<file path="config.mk">
export PLATFORM = sky130hd
export DESIGN_NAME = exc_ctrl_unit
export DESIGN_NICKNAME = d
export VERILOG_FILES = /design/src/rtl/exc_ctrl_unit.sv
export SDC_FILE = /design/constraint.sdc
export NUM_CORES = 1
export LEC_CHECK = 0
export BUFFER_PORTS_ARGS = -buffer_cell sky130_fd_sc_hd__buf_2
export CAP_MARGIN = 20
export CORE_MARGIN = 2
export CORE_UTILIZATION = 50
export CTS_BUF_LIST = sky130_fd_sc_hd__clkbuf_16
export DETAILED_ROUTE_END_ITERATION = 10
export GPL_ROUTABILITY_DRIVEN = 0
export PLACE_DENSITY = 0.81
export REMOVE_ABC_BUFFERS = 1
export SYNTH_ARGS = -nofsm -noshare
export SYNTH_HDL_FRONTEND = slang
export SYNTH_SLANG_ARGS = --single-unit
</file>
<file path="constraint.sdc">
create_clock -name clk -period 1.35 [get_ports clk]
set_input_delay 0 -clock clk [delete_from_list [all_inputs] [get_ports clk]]
set_output_delay 0 -clock clk [all_outputs]
set_load 0.01 [all_outputs]
</file>
<file path="src/rtl/exc_ctrl_unit.sv">
// Exception controller: latches and prioritises IRQs, takes undefined-opcode traps,
// captures ELR/ESR, redirects the PC to the vector and services ERET.

// One interrupt line: rising-edge detector plus its pending latch.
module exc_irq_line (
  input  logic clk,
  input  logic reset,
  input  logic irq,
  input  logic en,
  input  logic take,
  output logic pending
);
  logic irq_q;

  always_ff @(posedge clk) begin
    if (reset) begin
      irq_q   <= 1'b0;
      pending <= 1'b0;
    end else begin
      irq_q <= irq;
      // A fresh edge wins over a simultaneous take so the new request is not lost.
      if (irq & en & ~irq_q) pending <= 1'b1;
      else if (take)         pending <= 1'b0;
    end
  end
endmodule

module exc_ctrl_unit #(
  parameter int                N_IRQ    = 4,
  parameter int                PC_W     = 64,
  parameter int                EST_W    = 4,
  parameter logic [PC_W-1:0]   VEC_ADDR = 'hD8,
  parameter logic [EST_W-1:0]  UND_CODE = 4'b0010
) (
  input  logic             clk,
  input  logic             reset,
  input  logic             not_instr_i,
  input  logic             eret_i,
  input  logic [PC_W-1:0]  pc_i,
  input  logic [N_IRQ-1:0] irq_i,
  input  logic [N_IRQ-1:0] irq_en_i,
  output logic             exc_o,
  output logic [PC_W-1:0]  vec_o,
  output logic             eret_o,
  output logic [PC_W-1:0]  elr_o,
  output logic [EST_W-1:0] esr_o,
  output logic             in_handler_o,
  output logic [N_IRQ-1:0] pending_o,
  output logic             fault_o
);
  typedef enum logic {RUN, HANDLER} state_t;

  state_t             state, state_nxt;
  logic [N_IRQ-1:0]   req, sel, take;
  logic [EST_W-2:0]   idx;
  logic               found;
  logic               exc_nxt, eret_nxt, fault_set, capture;
  logic [EST_W-1:0]   esr_nxt;

  for (genvar g = 0; g < N_IRQ; g++) begin : g_line
    exc_irq_line u_line (
      .clk     (clk),
      .reset   (reset),
      .irq     (irq_i[g]),
      .en      (irq_en_i[g]),
      .take    (take[g]),
      .pending (pending_o[g])
    );
  end

  // Masked lines stay pending but are invisible to arbitration.
  assign req = pending_o & irq_en_i;

  // Descending scan so the lowest requesting index is the one left standing.
  always_comb begin
    found = 1'b0;
    idx   = '0;
    sel   = '0;
    for (int i = N_IRQ - 1; i >= 0; i--) begin
      if (req[i]) begin
        found  = 1'b1;
        idx    = (EST_W-1)'(i);
        sel    = '0;
        sel[i] = 1'b1;
      end
    end
  end

  always_comb begin
    state_nxt = state;
    exc_nxt   = 1'b0;
    eret_nxt  = 1'b0;
    fault_set = 1'b0;
    capture   = 1'b0;
    esr_nxt   = esr_o;
    take      = '0;
    case (state)
      RUN: begin
        if (not_instr_i) begin
          exc_nxt   = 1'b1;
          capture   = 1'b1;
          esr_nxt   = UND_CODE;
          state_nxt = HANDLER;
        end else if (found) begin
          exc_nxt   = 1'b1;
          capture   = 1'b1;
          esr_nxt   = {1'b1, idx};
          take      = sel;
          state_nxt = HANDLER;
        end
      end
      HANDLER: begin
        if (not_instr_i) begin
          fault_set = 1'b1;
        end else if (eret_i) begin
          eret_nxt  = 1'b1;
          state_nxt = RUN;
        end
      end
      default: state_nxt = RUN;
    endcase
  end

  always_ff @(posedge clk) begin
    if (reset) begin
      state   <= RUN;
      exc_o   <= 1'b0;
      eret_o  <= 1'b0;
      elr_o   <= '0;
      esr_o   <= '0;
      fault_o <= 1'b0;
    end else begin
      state  <= state_nxt;
      exc_o  <= exc_nxt;
      eret_o <= eret_nxt;
      if (capture) begin
        elr_o <= pc_i;
        esr_o <= esr_nxt;
      end
      if (fault_set) fault_o <= 1'b1;
    end
  end

  assign in_handler_o = (state == HANDLER);
  assign vec_o        = VEC_ADDR;
endmodule

</file>
==> impl_results.md, run 1 <==
- Status: complete, but fails checks
- Failing checks: setup timing
- Crit start category: primary input
- CTS buffer count: 9
- Routed Antenna Nets: 0
- Synth top area cells: dfxtp_1 27%, o311ai_2 14%, and3b_1 9.6%
- Layout cells sized above 1: between 30 and 40%
- Clk root buf: clkbuf_16
- Commonest cells post-synth: 79 x dfxtp_1, 72 x buf_4, 65 x nand2_1
- Internal Pwr Total: ~5.0 mW
- # DRC: 0
- Initial core utilization: between 50% and 60%
- Global-route wire length before repair: 26.9 mm
- Setup CP Type: primary input to flip-flop
- Post-layout nets: 925
- Clock tree from TritonCTS: built
- Post-layout util: between 60% and 70%
- Max incr delay on CP: ~520 ps
- Post-DP Area: approximately 6500 um^2
- Via count: around 5900
- Fmax: roughly 0.74 GHz
- Worst path buffer plus inverter count: 4
- Synth warn: 0
- Clock Latency Late Sink: 340 ps
- Vias in the first global route: between 5000 and 6000
- GRT overflow: 0
- Max-Cap Viols: 0
- Min-Delay Path Class: primary input to flip-flop
- Pwr per Cell Area: a little under 1000 nW/um^2
- Post-synth top area share: between 20 and 30%
- Overall die width: ~110 um
- Final slew viol count: 0
- Cells after Synth: 657
- Fin. Hold Viols: 0
- Gate power share: 33.4%
- Row cnt: 39
- GRT Total Usage: around a quarter
- Register clock-pin slew on the reported worst setup and hold paths: 60 ps
- Critical-path cell list: dlygate4sd3_1 -> buf_2 -> a22o_4 -> nor2_4 -> buf_12 -> clkbuf_16 -> o311ai_1
- Sink Count: 79
- IO buf count: 150
- Vias/cell: a little under 6
- Flop pwr share: between 30% and 40%
- Avg Synthesized Cell Area: 8.90 um^2
- Fin crit period: 1360 ps
- Post-synth EDFFs: 0
- Count leader, synth: dfxtp_1
- Setup TNS: -19.4 ps
- Cell taking the most area after synthesis: dfxtp_1
- Final Cycle Share: 101%
- Sw frac: between 30% and 40%
- Slowest library cell on the worst path: dlygate4sd3_1
- Initial antenna violation count: 0
- Sequential-to-total area share from yosys stat: around 27%
- Synth Flop Type: dfxtp_1
- Placeable Area: between 10000 and 15000 um^2
- Clk pwr share: 28.7%
- Synth unique cells: 39
- CP Capture Type: flip-flop
- Worst EP arrival: 1570 ps
- Fin area: 7660 um^2
- Post-synth ARST share: 0%
- WP data required: approximately 1600 ps
- DRT Wirelength: approximately 18 mm
- Die height: between 100 and 150 um
- Die ar.: ~13000 um^2
- Iteration-0 DRC Markers: ~650
- P&R area growth vs syn: 31.1%
- Largest net degree at the start of global routing: 58
- H-tree depth: 3
- Pre-Repair DR Iteration Count: 5
- Final Power: 7.40 mW
- Clock tree buffer depth: 2
- Mapped cell area: roughly 5800 um^2
- Ant. Diodes: 0
- HPWL reported at the end of detailed placement: 9.63 mm
- Crit-path leading delay family: buffers and inverters
- I/O pins: approximately 220
- Smallest setup slack after layout: -8.57 ps
- Seq cells post-synth: ~80
- RSZ-0062 raised after global routing: true
- Final setup vio count: 4
- LEAKAGE: 3.46 nW
- CP max FO: 8
- Peak VDD IR: roughly 900 uV
- Net Switching: roughly 2.4 mW
- Drt wl/cell: 17.6 um
- Clk_skew: between 3 and 4 ps
## final timing paths
path | from | end | slack, ps | cells after the start
worst min register to register | fault_o | fault_o | 480 | 2
worst max-delay path | irq_en_i[2] | elr_o[19] | -9 | 7
worst min-delay path | reset | elr_o[20] | 40 | 2
worst max register to register | g_line[2].u_line.pending | elr_o[19] | 10 | 5
## stage by stage
stage / std cells / hold WS (ps) / worst slack [ps]
2_1_floorplan: 572 / 69.1 / -2060
3_3_place_gp: 898 / 223 / 54.1
3_5_place_dp: 898 / 225 / 14.6
4_1_cts: 987 / 36.3 / 13.6
5_1_grt: 996 / 43.2 / -35.7
6_report: 996 / 44.7 / -8.57
## layout make-up
class	count	area [um^2]
clock buffer	9	225
clock inverter	6	22.5
fill	879	3750
inverter	4	15.0
multi-input combinational	489	3500
sequential	79	1590
tap	143	179
timing repair buffer	266	2140
## per-layer routing
layer	wire [um]	GRT usage, %
met1	7080	31.7
met2	8590	43.7
met3	1440	5.94
met4	461	8.62
met5	0	0
## layout by cell type, fill, tap and decap left out, types with 2 or more instances in the layout
master,synthesis,routed
a22o_4,1,2
dfxtp_2,0,5
nand2_1,65,65
nor2_4,1,2
nor2b_1,5,5
and3b_1,64,64
conb_1,2,65
dfxtp_1,79,74
o21a_1,2,2
buf_4,72,20
nand3b_1,4,4
buf_2,31,146
nand3_1,64,64
dlygate4sd3_1,0,74
inv_1,3,6
clkinv_1,0,3
a21oi_1,8,8
a22oi_2,1,2
o311ai_1,14,14
nor3b_1,64,64
buf_6,6,3
buf_12,6,17
a31oi_1,64,64
o311ai_2,50,50
nor2_1,3,2
clkbuf_16,0,13
## state kept, by name (all words and copies together) (netlist names)
signal / cells
elr_o: 64
eret_o: 1
esr_o: 3
exc_o: 1
fault_o: 1
g_line.u_line.irq_q: 4
g_line.u_line.pending: 4
in_handler_o: 1
## cell families (layout without fill, tap and decap cells)
kind of cell           Yosys count  in the layout  share of synthesized area (%)
AND/OR/NAND/NOR                273            273                           29.4
other                            2             65                          0.129
buffers and inverters          152            285                           17.5
flip-flops                      79             79                           27.1
AO/OA/AOI/OAI                  151            151                           25.9
## what timing repair did
item	4_1_cts	5_1_grt
hold endpoints to repair	74	0
endpoints found under the setup margin	0	45
gates resized for setup	0	9
setup buffers	0	5
hold buffers	74	0
## power by group through the flow
| stage | Sequential (mW) | Clock (mW) | Combinational [mW] |
|---|---|---|---|
| after detailed placement | 2.84 | 0 | 2.10 |
| after global placement | 2.83 | 0 | 2.05 |
| final | 2.80 | 2.12 | 2.47 |
| after floorplan | 2.95 | 0 | 0.949 |
| after CTS | 2.79 | 2.16 | 2.27 |
| after global routing | 2.84 | 2.26 | 2.64 |
Note: power is estimated with default switching activity, not from simulation.
==> run 2, diff against run 1 <==
--- a/config.mk
+++ b/config.mk
@@ -8,11 +8,11 @@
 export BUFFER_PORTS_ARGS = -buffer_cell sky130_fd_sc_hd__buf_2
 export CAP_MARGIN = 20
 export CORE_MARGIN = 2
-export CORE_UTILIZATION = 50
+export CORE_UTILIZATION = 46
 export CTS_BUF_LIST = sky130_fd_sc_hd__clkbuf_16
 export DETAILED_ROUTE_END_ITERATION = 10
 export GPL_ROUTABILITY_DRIVEN = 0
-export PLACE_DENSITY = 0.81
+export PLACE_DENSITY = 0.78
 export REMOVE_ABC_BUFFERS = 1
 export SYNTH_ARGS = -nofsm -noshare
 export SYNTH_HDL_FRONTEND = slang
==> constraint.sdc (replaced) <==
create_clock -name clk -period 1.18 [get_ports clk]
set_input_delay 0 -clock clk [delete_from_list [all_inputs] [get_ports clk]]
set_output_delay 0 -clock clk [all_outputs]
set_load 0.01 [all_outputs]
==> run 2 against run 1 <==
The run still ends with setup timing left. Sequential share of layout area shrank 1.2 points. Worst setup slack lost 130 ps. Sequential cell count is the same. First-iteration DRC count grew 15%.
==> impl_results.md, run 2 (synthesis results as in run 1) <==
- Clock tree from TritonCTS: built
- HPWL reported at the end of detailed placement: 9.87 mm (+2.5%)
- Routed Antenna Nets: 0 (unchanged)
- Setup CP Type: flip-flop to flip-flop
- Most frequent cells in the layout: 148 x buf_2, 74 x dfxtp_1, 74 x dlygate4sd3_1
- Initial antenna violation count: 0 (unchanged)
- Clk pwr share: 28.1% (-0.6 points)
- Max-Cap Viols: 0 (unchanged)
- Largest net degree at the start of global routing: 63 (+8.6%)
- Sink Count: 79 (unchanged)
- Sw frac: 33.6% (+0.61 points)
- Iteration-0 DRC Markers: 743 (+15%)
- LEAKAGE: 3.75 nW (+8.2%)
- Drt wl/cell: 17.6 um (-0.18%)
- Clock tree buffer depth: 2 (unchanged)
- Via count: 6033 (+2.8%)
- Die ar.: 13600 um^2 (+8.4%)
- Internal Pwr Total: 5.82 mW (+17%)
- Clock Latency Late Sink: 340 ps (about the same)
- GRT overflow: 0 (unchanged)
- Peak VDD IR: 609 uV (-31%)
- CTS buffer count: 9 (unchanged)
- Overall die width: 117 um (+4.1%)
- Pre-Repair DR Iteration Count: 5 (unchanged)
- Clk root buf: clkbuf_16
- WP data required: 1390 ps (-170 ps)
- Smallest setup slack after layout: -134 ps (-125 ps)
- Net Switching: 2.94 mW (+21%)
- Clk_skew: 4.11 ps (+1.10 ps)
- Row cnt: 41 (+5.1%)
- Failing checks: setup timing
- Fmax: 0.761 GHz
- IO buf count: 150 (unchanged)
- GRT Total Usage: 23.9% (-1.7 points)
- CP Capture Type: flip-flop
- R2R setup slack: -130 ps (-140 ps)
- Register clock-pin slew on the reported worst setup and hold paths: 60 ps (about the same)
- Final Cycle Share: 111%
- Vias/cell: 5.75 (-2.4%)
- Pwr per Cell Area: 1080 nW/um^2 (+11%)
- P&R area growth vs syn: 39.3%
- # DRC: 0 (unchanged)
- Global-route wire length before repair: 26.1 mm (-2.9%)
- Crit start category: flip-flop
- DRT Wirelength: 18.5 mm (+5.1%)
- Status: complete, but fails checks
- Fin. Hold Viols: 0 (unchanged)
- Placeable Area: 12500 um^2 (+9.6%)
- Final setup vio count: 67 (+63)
- I/O pins: 216 (unchanged)
- Layout fillers: 955 (+8.6%)
- H-tree depth: 3 (unchanged)
- Initial core utilization: 46.7% (-4.5 points)
- Post-layout util: 65.1% (-2.1 points)
- Worst EP arrival: 1520 ps (-50 ps)
- Top reg by flops: elr_o
- Final slew viol count: 0 (unchanged)
- Gate power share: 35.2% (+1.8 points)
- Commonest non-fill, non-tap cell in the layout: buf_2
- Min-Delay Path Class: primary input to flip-flop
- Post-layout nets: 949 (+2.6%)
- Die height: 117 um (+4.1%)
- Fin crit period: around 1300 ps
- Layout cells sized above 1: 34.5% (+3.5 points)
- Vias in the first global route: 5374 (-1.0%)
- Final Power: 8.77 mW (+18%)
- RSZ-0062 raised after global routing: true
- Max FFs per register: 64 (unchanged)
- Setup TNS: -5430 ps (-5410 ps)
- Regs by FF count: elr_o: 64 flops, g_line.u_line.irq_q: 4 flops, g_line.u_line.pending: 4 flops
- Flop pwr share: 36.7% (-1.2 points)
- Ant. Diodes: 0 (unchanged)
- CP max FO: 22 (+14)
-- run 2: cell count changes in the layout (fill, tap and decap cells not counted), sizes merged --
cell	previous run	this run
buf	188	211
clkbuf	13	14
inv	7	8
clkinv	3	2
-- run 2: repair_timing --
item / 4_1_cts / 5_1_grt
resized for setup: 6 / 32
hold endpoints to repair: 74 / 0
setup buffers: 0 / 2
setup endpoints to repair: 67 / 69
hold buffers: 74 / 0
pin swaps: 7 / 12
cloned: 1 / 6
-- run 2: cell type report --
class / instances / area, um^2 / share of cell area, %
clock buffer: 9 / 225 / 2.77
clock inverter: 6 / 23.8 / 0.292
inverter: 4 / 17.5 / 0.215
multi-input combinational: 489 / 3710 / 45.6
sequential: 79 / 1590 / 19.5
tap: 172 / 215 / 2.64
timing repair buffer: 290 / 2360 / 29.0
-- run 2: power groups by stage --
stage	Clock, mW	Sequential [mW]	Combinational, mW
floorplan	0	3.38	1.09
global placement	0	3.24	2.47
detailed placement	0	3.25	2.51
CTS	2.51	3.20	2.73
global route	2.63	3.25	3.30
finish	2.47	3.21	3.09
-- run 2: stage by stage --
step | cell area, um^2 | setup WS [ps] | hold slack (ps) | std cells
after floorplan | 5070 | -2230 | 69.1 | 572
after global placement | 6730 | -87.4 | 218 | 951
after detailed placement | 6730 | -120 | 227 | 951
after CTS | 7760 | -124 | 24.3 | 1041
after global routing | 8140 | -159 | 54.0 | 1049
final | 8140 | -134 | 31.6 | 1049
-- run 2: layer usage --
layer / GRT usage (%) / vias up / routed length (um)
li1: - / 2770 / -
met5: 0 / - / 0
met1: 29.6 / 2899 / 7720
met4: 10.0 / 0 / 332
met3: 4.20 / 30 / 1300
met2: 40.9 / 334 / 9130
-- run 2: path summary, 6_finish.rpt --
kind / startpoint / to / cells after the start
hold reg to reg: esr_o[3] / esr_o[3] / 1
setup / recovery: in_handler_o / elr_o[30] / 4
setup reg to reg: in_handler_o / elr_o[30] / 4
hold / removal: irq_en_i[0] / g_line[0].u_line.pending / 3
-- run 2: critical path, stage by stage (launching register included) --
cell and delay [ps]:
dfxtp_4 400, buf_12 180, and3b_1 180, a31oi_1 280, o311ai_4 140
==> run 3, diff against run 2 <==
==> config.mk (replaced) <==
export PLATFORM = sky130hd
export DESIGN_NAME = exc_ctrl_unit
export DESIGN_NICKNAME = d
export VERILOG_FILES = /design/src/rtl/exc_ctrl_unit.sv
export SDC_FILE = /design/constraint.sdc
export NUM_CORES = 1
export LEC_CHECK = 0
export CAP_MARGIN = 20
export CORE_MARGIN = 2
export CORE_UTILIZATION = 50
export CTS_BUF_LIST = sky130_fd_sc_hd__clkbuf_16
export DETAILED_ROUTE_END_ITERATION = 10
export DONT_BUFFER_PORTS = 1
export GPL_ROUTABILITY_DRIVEN = 0
export PLACE_DENSITY = 0.68
export REMOVE_ABC_BUFFERS = 1
export SYNTH_ARGS = -nofsm -noshare
export SYNTH_HDL_FRONTEND = slang
export SYNTH_SLANG_ARGS = --single-unit
==> run 3 against run 2 <==
The run ends with hold timing, setup timing left. Cell area down 8.9%. Critical path depth up 1. Die area down 7.7%. Critical path type unchanged. Critical endpoint is now elr_o[49].
==> impl_results.md, run 3 (synthesis results as in run 1) <==
- Vias in the first global route: 5053 (-6.0%)
- Clock tree buffer depth: 2 (unchanged)
- Hold Slack: -276 ps (-308 ps)
- Fin crit period: 1360 ps (+45.6 ps)
- Final Power: 8.79 mW (+0.26%)
- Clock Latency Late Sink: 350 ps (about the same)
- Row cnt: 39 (-4.9%)
- Crit start category: flip-flop
- Setup CP Type: flip-flop to flip-flop
- Fin area: 7420 um^2 (-8.9%)
- Final Cycle Share: 115% (+3.9 points)
- Multi-input gate area: 3790 um^2 (+2.1%)
- Relative slew slack: roughly two thirds
- Via count: 5397 (-11%)
- Global-route wire length before repair: 25.3 mm (-3.2%)
- Placed insts: 751 (-21%)
- Drt wl/cell: 21.3 um (+21%)
- Iteration-0 DRC Markers: 454 (-39%)
- Register clock-pin slew on the reported worst setup and hold paths: 70 ps (about the same)
- Clock tree from TritonCTS: built
- Pwr per Cell Area: 1180 nW/um^2 (+10%)
- Clk_skew: 5.65 ps (+1.55 ps)
- H-tree depth: 3 (unchanged)
- Pre-Repair DR Iteration Count: 4 (-1)
- Final slew viol count: 0 (unchanged)
- Fmax: 0.736 GHz (-3.4%)
- GRT Total Usage: 24.0% (+0.16 points)
- Ant. Diodes: 0 (unchanged)
- Initial core utilization: 51.2% (+4.5 points)
- Max FFs per register: 64 (unchanged)
- Layout Cells excl Fill: 855 (-18%)
- Max-Cap Viols: 0 (unchanged)
- I/O pins: 216 (unchanged)
- Fin. Hold Viols: 75 (+75)
- DRT Wirelength: 18.2 mm (-1.7%)
- Post-layout nets: 783 (-17%)
- Vias/cell: 6.31 (+9.8%)
- Worst Tran Pin Value: 501 ps
- Clk root buf: clkbuf_16
- Worst EP arrival: 1570 ps (+50 ps)
- Die height: 112 um (-3.9%)
- Status: complete, but fails checks
- Failing checks: hold timing, setup timing
- Layout cells sized above 1: 25.6% (-9.0 points)
- CP Capture Type: flip-flop
- RSZ-0062 raised after global routing: true
- IO buf count: 0 (-100%)
- FF/Latch Area: 1590 um^2 (unchanged)
- Routed Antenna Nets: 0 (unchanged)
- Die ar.: 12600 um^2 (-7.7%)
- HPWL reported at the end of detailed placement: 9.06 mm (-8.2%)
- Commonest non-fill, non-tap cell in the layout: dfxtp_1
- Sink Count: 79 (unchanged)
- Overall die width: 112 um (-3.9%)
- Most frequent cells in the layout: 74 x dfxtp_1, 65 x conb_1, 64 x nor3b_1, 64 x and3b_1, 63 x nand3_1
- CTS buffer count: 9 (unchanged)
- Min-Delay Path Class: primary input to flip-flop
- Regs by FF count: elr_o: 64 flops, g_line.u_line.irq_q: 4 flops, g_line.u_line.pending: 4 flops
- LEAKAGE: 3.00 nW (-20%)
- Post-DP Area: 5680 um^2 (-15%)
- Layout fillers: 902 (-5.5%)
- P&R area growth vs syn: 27.0%
- CP max FO: 7 (-68%)
- Peak VDD IR: 999 uV (+64%)
- GRT overflow: 0 (unchanged)
- Initial antenna violation count: 0 (unchanged)
- WP data required: 1390 ps (about the same)
- Largest net degree at the start of global routing: 210 (+230%)
- Top reg by flops: elr_o
- Placeable Area: 11400 um^2 (-8.8%)
- # DRC: 0 (unchanged)
- Smallest setup slack after layout: -180 ps (-45.6 ps)
- Final setup vio count: 71 (+6.0%)
## run 3: cell types whose count changed in the layout (fill, tap and decap cells not counted), moves of 7 or more
cell and delta:
buf_2 -148, buf_4 -12, a31oi_1 -18, o311ai_4 -9
a31oi_2 +16, o311ai_2 +7, dlygate4sd3_1 -15
## run 3: stage by stage
stage / setup WS, ps / hold slack (ps) / util, % / TNS (ps)
floorplan: -2230 / 69.1 / - / -148120
global placement: -90.6 / 84.1 / 49.8 / -4780
detailed placement: -128 / 85.1 / 49.8 / -6960
CTS: -117 / -293 / 58.5 / -5260
global route: -241 / -301 / 65.0 / -11930
finish: -180 / -276 / 65.0 / -9720
## run 3: repair_timing
item                                    in CTS  in global routing
endpoints found under the hold margin       79                 75
setup buffers                                4                  9
hold buffers                                55                  4
gates cloned                                 3                 13
pin swaps                                   10                 18
gates resized for setup                     11                 68
endpoints found under the setup margin      67                 69
## run 3: final cells by class
type,count,area share [%]
inverters,4,0.371
flip-flops and latches,79,21.4
repair buffers,123,20.5
well taps,143,2.41
repair inverters,1,0.118
clock inverters,7,1.06
multi-input cells,489,51.0
clock buffers,9,3.03
## run 3: routing by layer
metal	part of all wire, %	global-route usage, %
met5	0	0
met2	50	39.9
met1	40	29.5
met4	2.2	7.80
met3	8.0	8.05
## run 3: worst max-delay path, cell delays in order (launching register included)
cell	delay, ps
dfxtp_2	340
a22o_4	260
nor2_4	160
buf_4	180
clkbuf_16	170
o311ai_2	100
## run 3: path summary, 6_finish.rpt
path                            startpoint                  endpoint  slack (ps)  cells after the start
setup reg to reg  g_line[2].u_line.pending                 elr_o[49]        -180                      5
hold / removal                       reset  g_line[3].u_line.pending        -280                      1
setup / recovery  g_line[2].u_line.pending                 elr_o[49]        -180                      5
hold reg to reg     g_line[2].u_line.irq_q  g_line[2].u_line.pending         480                      2
## run 3: where the power goes
group | total, mW | switching [mW] | internal (mW)
sequential | 3.40 | 0.414 | 2.98
combinational | 2.47 | 1.19 | 1.28
clock | 2.92 | 1.26 | 1.67
